$ cat src/rtl/video_fetcher.sv
// Video fetch path: turns generator word addresses into DRAM reads and buffers the returned words for the renderer.
// Latency: dram_req rises 1 cycle after issue is allowed, video_next 1 cycle after ack, data visible 1 cycle after rvalid.
// Backpressure: credit-limited; no new read is issued unless FIFO words plus in-flight reads leave a free slot.
//
// Ports:
//   clk, rst_n                 clock, asynchronous active-low reset
//   video_addr / video_next    address from the generator / one-cycle "address consumed" pulse
//   fetch_en, flush            fetch window gate / discard buffered and pending data
//   dram_req/addr/ack          read request to the arbiter, held until acknowledged
//   dram_rvalid/rdata          in-order read returns
//   pix_data/valid/rd          FIFO head to the renderer and its pop strobe
//   ovf                        sticky: a return arrived with no space left

// Generic synchronous FIFO with a clear, head word presented combinationally from registered storage.
// Latency: a pushed word is visible at the head 1 cycle later.
// Backpressure: pushes while full are dropped (caller watches full); pops while empty are ignored.
module fifo #(
   parameter int AW = 3,
   parameter int DW = 16
) (
   input  logic          clk,
   input  logic          rst_n,
   input  logic          clr,
   input  logic          push,
   input  logic [DW-1:0] push_dat,
   input  logic          pop,
   output logic [DW-1:0] head_dat,
   output logic          head_vld,
   output logic [AW:0]   count,
   output logic          full
);
   localparam int DEPTH = 1 << AW;

   logic [DW-1:0] mem [DEPTH];
   logic [AW-1:0] wr_ptr;
   logic [AW-1:0] rd_ptr;
   logic          do_push;
   logic          do_pop;

   assign head_vld = (count != '0);
   assign full     = (count == (AW+1)'(DEPTH));
   assign do_push  = push & ~full;
   assign do_pop   = pop & head_vld;
   // Gate the head so the output reads zero when empty (including out of reset).
   assign head_dat = head_vld ? mem[rd_ptr] : '0;

   always_ff @(posedge clk or negedge rst_n) begin
      if (!rst_n) begin
         wr_ptr <= '0;
         rd_ptr <= '0;
         count  <= '0;
      end else if (clr) begin
         wr_ptr <= '0;
         rd_ptr <= '0;
         count  <= '0;
      end else begin
         // Pointers are AW bits wide, so they wrap modulo the depth on their own.
         if (do_push) wr_ptr <= wr_ptr + 1'b1;
         if (do_pop)  rd_ptr <= rd_ptr + 1'b1;
         if (do_push && !do_pop)      count <= count + 1'b1;
         else if (do_pop && !do_push) count <= count - 1'b1;
      end
   end

   // Storage needs no reset: it is only ever read through the head_vld gate.
   always_ff @(posedge clk) begin
      if (do_push && !clr) mem[wr_ptr] <= push_dat;
   end
endmodule

module video_fetcher #(
   parameter int AW = 3,
   parameter int DW = 16
) (
   input  logic          clk,
   input  logic          rst_n,
   input  logic [20:0]   video_addr,
   output logic          video_next,
   input  logic          fetch_en,
   input  logic          flush,
   output logic          dram_req,
   output logic [20:0]   dram_addr,
   input  logic          dram_ack,
   input  logic          dram_rvalid,
   input  logic [DW-1:0] dram_rdata,
   output logic [DW-1:0] pix_data,
   output logic          pix_valid,
   input  logic          pix_rd,
   output logic          ovf
);
   localparam int          DEPTH = 1 << AW;
   localparam logic [AW:0] ONE   = (AW+1)'(1);

   typedef enum logic [1:0] {IDLE, REQ, SETTLE} state_t;

   state_t        state;
   state_t        state_nxt;
   logic [AW:0]   outstanding;
   logic [AW:0]   discard;
   logic [AW:0]   fifo_count;
   logic [AW+1:0] credit_sum;
   logic          credit;
   logic          issue;
   logic          acked;
   logic          rv_counted;
   logic          push;
   logic          fifo_full;

   // Words already buffered plus reads still in flight must leave room for one more.
   assign credit_sum = {1'b0, fifo_count} + {1'b0, outstanding};
   assign credit     = (credit_sum < (AW+2)'(DEPTH));
   assign issue      = (state == IDLE) & fetch_en & credit & ~flush;
   assign acked      = (state == REQ) & dram_ack;
   // A return with nothing recorded in flight is not allowed to underflow the counter.
   assign rv_counted = dram_rvalid & (outstanding != '0);
   // Returns belonging to flushed requests are swallowed; the flush cycle itself never pushes.
   assign push       = dram_rvalid & ~flush & (discard == '0);

   // ---------------- FSM: state register ----------------
   always_ff @(posedge clk or negedge rst_n) begin
      if (!rst_n) state <= IDLE;
      else        state <= state_nxt;
   end

   // ---------------- FSM: next state ----------------
   always_comb begin
      state_nxt = state;
      case (state)
         IDLE:    if (issue) state_nxt = REQ;
         // fetch_en is deliberately ignored here: an issued request always completes.
         REQ:     if (dram_ack) state_nxt = SETTLE;
         // One spare cycle lets the generator's registered address catch up after video_next.
         SETTLE:  state_nxt = IDLE;
         default: state_nxt = IDLE;
      endcase
   end

   // ---------------- FSM: outputs ----------------
   always_comb begin
      dram_req   = 1'b0;
      video_next = 1'b0;
      case (state)
         REQ:     dram_req   = 1'b1;
         // SETTLE is entered only on ack and lasts exactly one cycle.
         SETTLE:  video_next = 1'b1;
         default: ;
      endcase
   end

   // Address is captured on issue and held for the whole REQ phase.
   always_ff @(posedge clk or negedge rst_n) begin
      if (!rst_n)     dram_addr <= '0;
      else if (issue) dram_addr <= video_addr;
   end

   always_ff @(posedge clk or negedge rst_n) begin
      if (!rst_n) begin
         outstanding <= '0;
      end else begin
         case ({acked, rv_counted})
            2'b10:   outstanding <= outstanding + ONE;
            2'b01:   outstanding <= outstanding - ONE;
            default: ;
         endcase
      end
   end

   // On flush every in-flight read becomes junk, except one returning in this very cycle,
   // which is dropped directly. A request acked during the flush is not counted here.
   always_ff @(posedge clk or negedge rst_n) begin
      if (!rst_n) begin
         discard <= '0;
      end else if (flush) begin
         discard <= rv_counted ? (outstanding - ONE) : outstanding;
      end else if (dram_rvalid && (discard != '0)) begin
         discard <= discard - ONE;
      end
   end

   always_ff @(posedge clk or negedge rst_n) begin
      if (!rst_n)                ovf <= 1'b0;
      else if (push & fifo_full) ovf <= 1'b1;
   end

   fifo #(
      .AW (AW),
      .DW (DW)
   ) u_fifo (
      .clk      (clk),
      .rst_n    (rst_n),
      .clr      (flush),
      .push     (push),
      .push_dat (dram_rdata),
      .pop      (pix_rd),
      .head_dat (pix_data),
      .head_vld (pix_valid),
      .count    (fifo_count),
      .full     (fifo_full)
   );
endmodule

$ cat config.mk
export PLATFORM = sky130hd
export DESIGN_NAME = video_fetcher
export DESIGN_NICKNAME = d
export VERILOG_FILES = /design/src/rtl/video_fetcher.sv
export SDC_FILE = /design/constraint.sdc
export NUM_CORES = 1
export LEC_CHECK = 0
export BUFFER_PORTS_ARGS = -buffer_cell sky130_fd_sc_hd__buf_2
export CORE_MARGIN = 5
export CORE_UTILIZATION = 60
export CTS_BUF_LIST = sky130_fd_sc_hd__clkbuf_2 sky130_fd_sc_hd__clkbuf_4 sky130_fd_sc_hd__clkbuf_8
export CTS_CLUSTER_SIZE = 40
export DETAILED_ROUTE_END_ITERATION = 6
export PLACE_DENSITY_LB_ADDON = 0.12
export SLEW_MARGIN = 5
export SYNTH_ARGS = -nofsm -noshare
export SYNTH_HDL_FRONTEND = slang
export SYNTH_SLANG_ARGS = --single-unit
$ cat constraint.sdc
create_clock -name clk -period 4.6 [get_ports clk]
set_clock_uncertainty 0.15 [all_clocks]
set_input_delay 0.46 -clock clk [delete_from_list [all_inputs] [get_ports clk]]
set_output_delay 0.46 -clock clk [all_outputs]
set_load 0.01 [all_outputs]
==> metrics <==
Yosys top cell area share=between 50% and 60%; Setup WS pre-CTS=~1600 ps; vias per std cell=5.757; max-cap violations=0; Die W=118.7 um; final worst slack=1342 ps; CTS clk-pin slew, worst paths=90 ps; Synthesis Warnings=0; area delta synth->final=14.98%; Slew HR=between 20% and 30%; #FFs+latches synth=170; Max Freq=306.9 MHz; n_diodes=0; number of distinct library cells after synthesis=54; largest family of logic cells by synthesized area=multiplexers; Static Leak=around 3 nW; H-Tree Level Count=4; Tot GR Track Use=around a fifth; core area=11,520 um2; total CTS buffers=17; CP Max Fanout=25; run status=complete, no violations; Finish-stage setup viols=0; CTS root buf=clkbuf_8; Synth Area per Inst=17.71 um2; syn_nets=about 460; Filler cells=743; Residual DRC=0; Area contributors post-synth=edfxtp_1 54%, dfrtp_1 15%, mux4_2 10%; Cells after Synth=400; max-slew violation count=0; ys async rst share=24.71%; register area share after synthesis=69.10%; Post-Synth Adder-Cell Area=~2.4%; die area=between 10,000 and 15,000 um2; critical path capture point type=primary output; post-synthesis mux area share=17.05%; top cell type by total area after synthesis=edfxtp_1; Crit path arrival time=2650 ps; 1st-iter DRT viols=221; CP Class=flop to primary output; Synth Area in Compound Gates=2.491%; first-pass GRT wire length=21,110 um; Port Buffers=84; P per Cell Area=537.5 nW/um2; Critical Path Start Type=flop; initial antenna violation count=1; Final Core Density=70.72%; TritonCTS clock tree=done; Final Net Count=554; Detail Placement HPWL=8285 um; vias in the first global route=4,027; Die Y=118.7 um; GPL Wtd Cong=0.7839; unrepaired setup endpoints after global routing=no; Post-synth top flop=edfxtp_1; Ports=85; Post-synth top cells=128 x edfxtp_1, 42 x dfrtp_1, 32 x mux4_2; final period utilization=70.83%; Cell Area, Synth=7083 um2; CP required=3990 ps; Period minus WS final=3258 ps; fraction of layout cells with a size suffix above 1=35.49%; starting density of the core=61.51%; setup TNS=0 ps; largest net degree at the start of global routing=43; clock tree buffer depth=2; Synth Area in Simple Gates=5.812%; final hold vios=0; post-synthesis xor/xnor area fraction=1.237%; Worst VDD drop=0.3768 mV; # hold bufs at CTS=1; Clk Latency, worst-skew pair=450 ps; CTS sink count=170; routed via count=3,759; Post-DRT Antenna Nets=0; total grt overflow=0; Post-CTS Resized=0; row count=39; most used standard cell by instance count after synthesis=edfxtp_1; HP Class=input port to flop; DR WL/cell=19.49 um; Post-synth EDFFs=128; worst-margin pin slew=approximately 1100 ps; Post-CTS Setup Bufs=0; DRT Wirelength=12,730 um; drt first pass iters=4
==> path summary, 6_finish.rpt <==
path / slack [ps] / cells after the start / end / startpoint
setup / recovery: 1340 / 5 / pix_data[5] / u_fifo.rd_ptr[0]
hold / removal: 50 / 2 / state[0] / dram_ack
setup reg to reg: 1620 / 10 / u_fifo.count[3] / discard[0]
hold reg to reg: 340 / 1 / dram_addr[1] / dram_addr[1]
max in group asynchronous: 3140 / 2 / u_fifo.rd_ptr[1] / rst_n
min in group asynchronous: 530 / 2 / outstanding[2] / rst_n
==> where the power goes <==
part           internal (mW)  switching (mW)  total (mW)
logic                  0.638           0.599        1.24
clock network          0.548           0.552        1.10
registers               1.82           0.222        2.04
total                   3.00            1.37        4.38
==> state kept, by name, summed over array words and instances, names as in the netlist <==
name	flops
discard	4
dram_addr	21
outstanding	4
ovf	1
state	2
u_fifo.count	4
u_fifo.mem	128
u_fifo.rd_ptr	3
u_fifo.wr_ptr	3
==> per-stage QoR <==
step	total power [mW]	hold WS [ps]	instances	area [um2]
final	4.378	48.92	653	8144
after global routing	4.662	26.08	653	8144
after CTS	4.437	20.34	653	8144
after detailed placement	3.337	325.5	620	7714
after global placement	3.300	318.7	620	7714
after floorplan	2.901	14.41	400	7083
==> cells in the final DEF (no fill, tap or decap), types with 11 or more instances in the layout <==
cell type	netlist	routed
buf_2	5	84
clkbuf_8	0	17
dfrtp_1	42	40
edfxtp_1	128	128
ha_1	12	12
inv_1	11	11
mux2_1	21	21
mux2i_1	21	21
mux4_2	32	32
nand2_1	12	12
nor2_1	26	26
==> worst max-delay path: stages, from the launching register on <==
cell and delay (ps):
dfrtp_2 910, buf_4 370, mux4_2 520, mux2i_1 160, nor2_1 70, buf_2 150
==> kinds of logic after synthesis <==
kind of cell	count (synthesis)
DFF	170
AOI/OAI and AO/OA	25
muxes	77
adders and majority gates	13
and+or+nand+nor	74
buffers and inverters	31
xor gates and xnor gates	10
==> final cells by class <==
cell class / instances / area, um2 / area share, %
sequential: 170 / 4897 / 60.13
multi-input combinational: 199 / 2088 / 25.64
timing repair buffer: 95 / 505.5 / 6.207
clock buffer: 17 / 234.0 / 2.873
clock inverter: 15 / 186.4 / 2.289
tap: 143 / 178.9 / 2.197
inverter: 14 / 53.80 / 0.6606
==> layer usage <==
layer  vias up  wire (um)  global-route usage (%)
li1       1734          -                       -
met1      1877       5140                   25.01
met2       128       6524                   32.08
met3        18        830                   5.540
met4         2        223                   7.676
met5         -         11                       0
No activity file was read; power rests on OpenSTA's default activity.
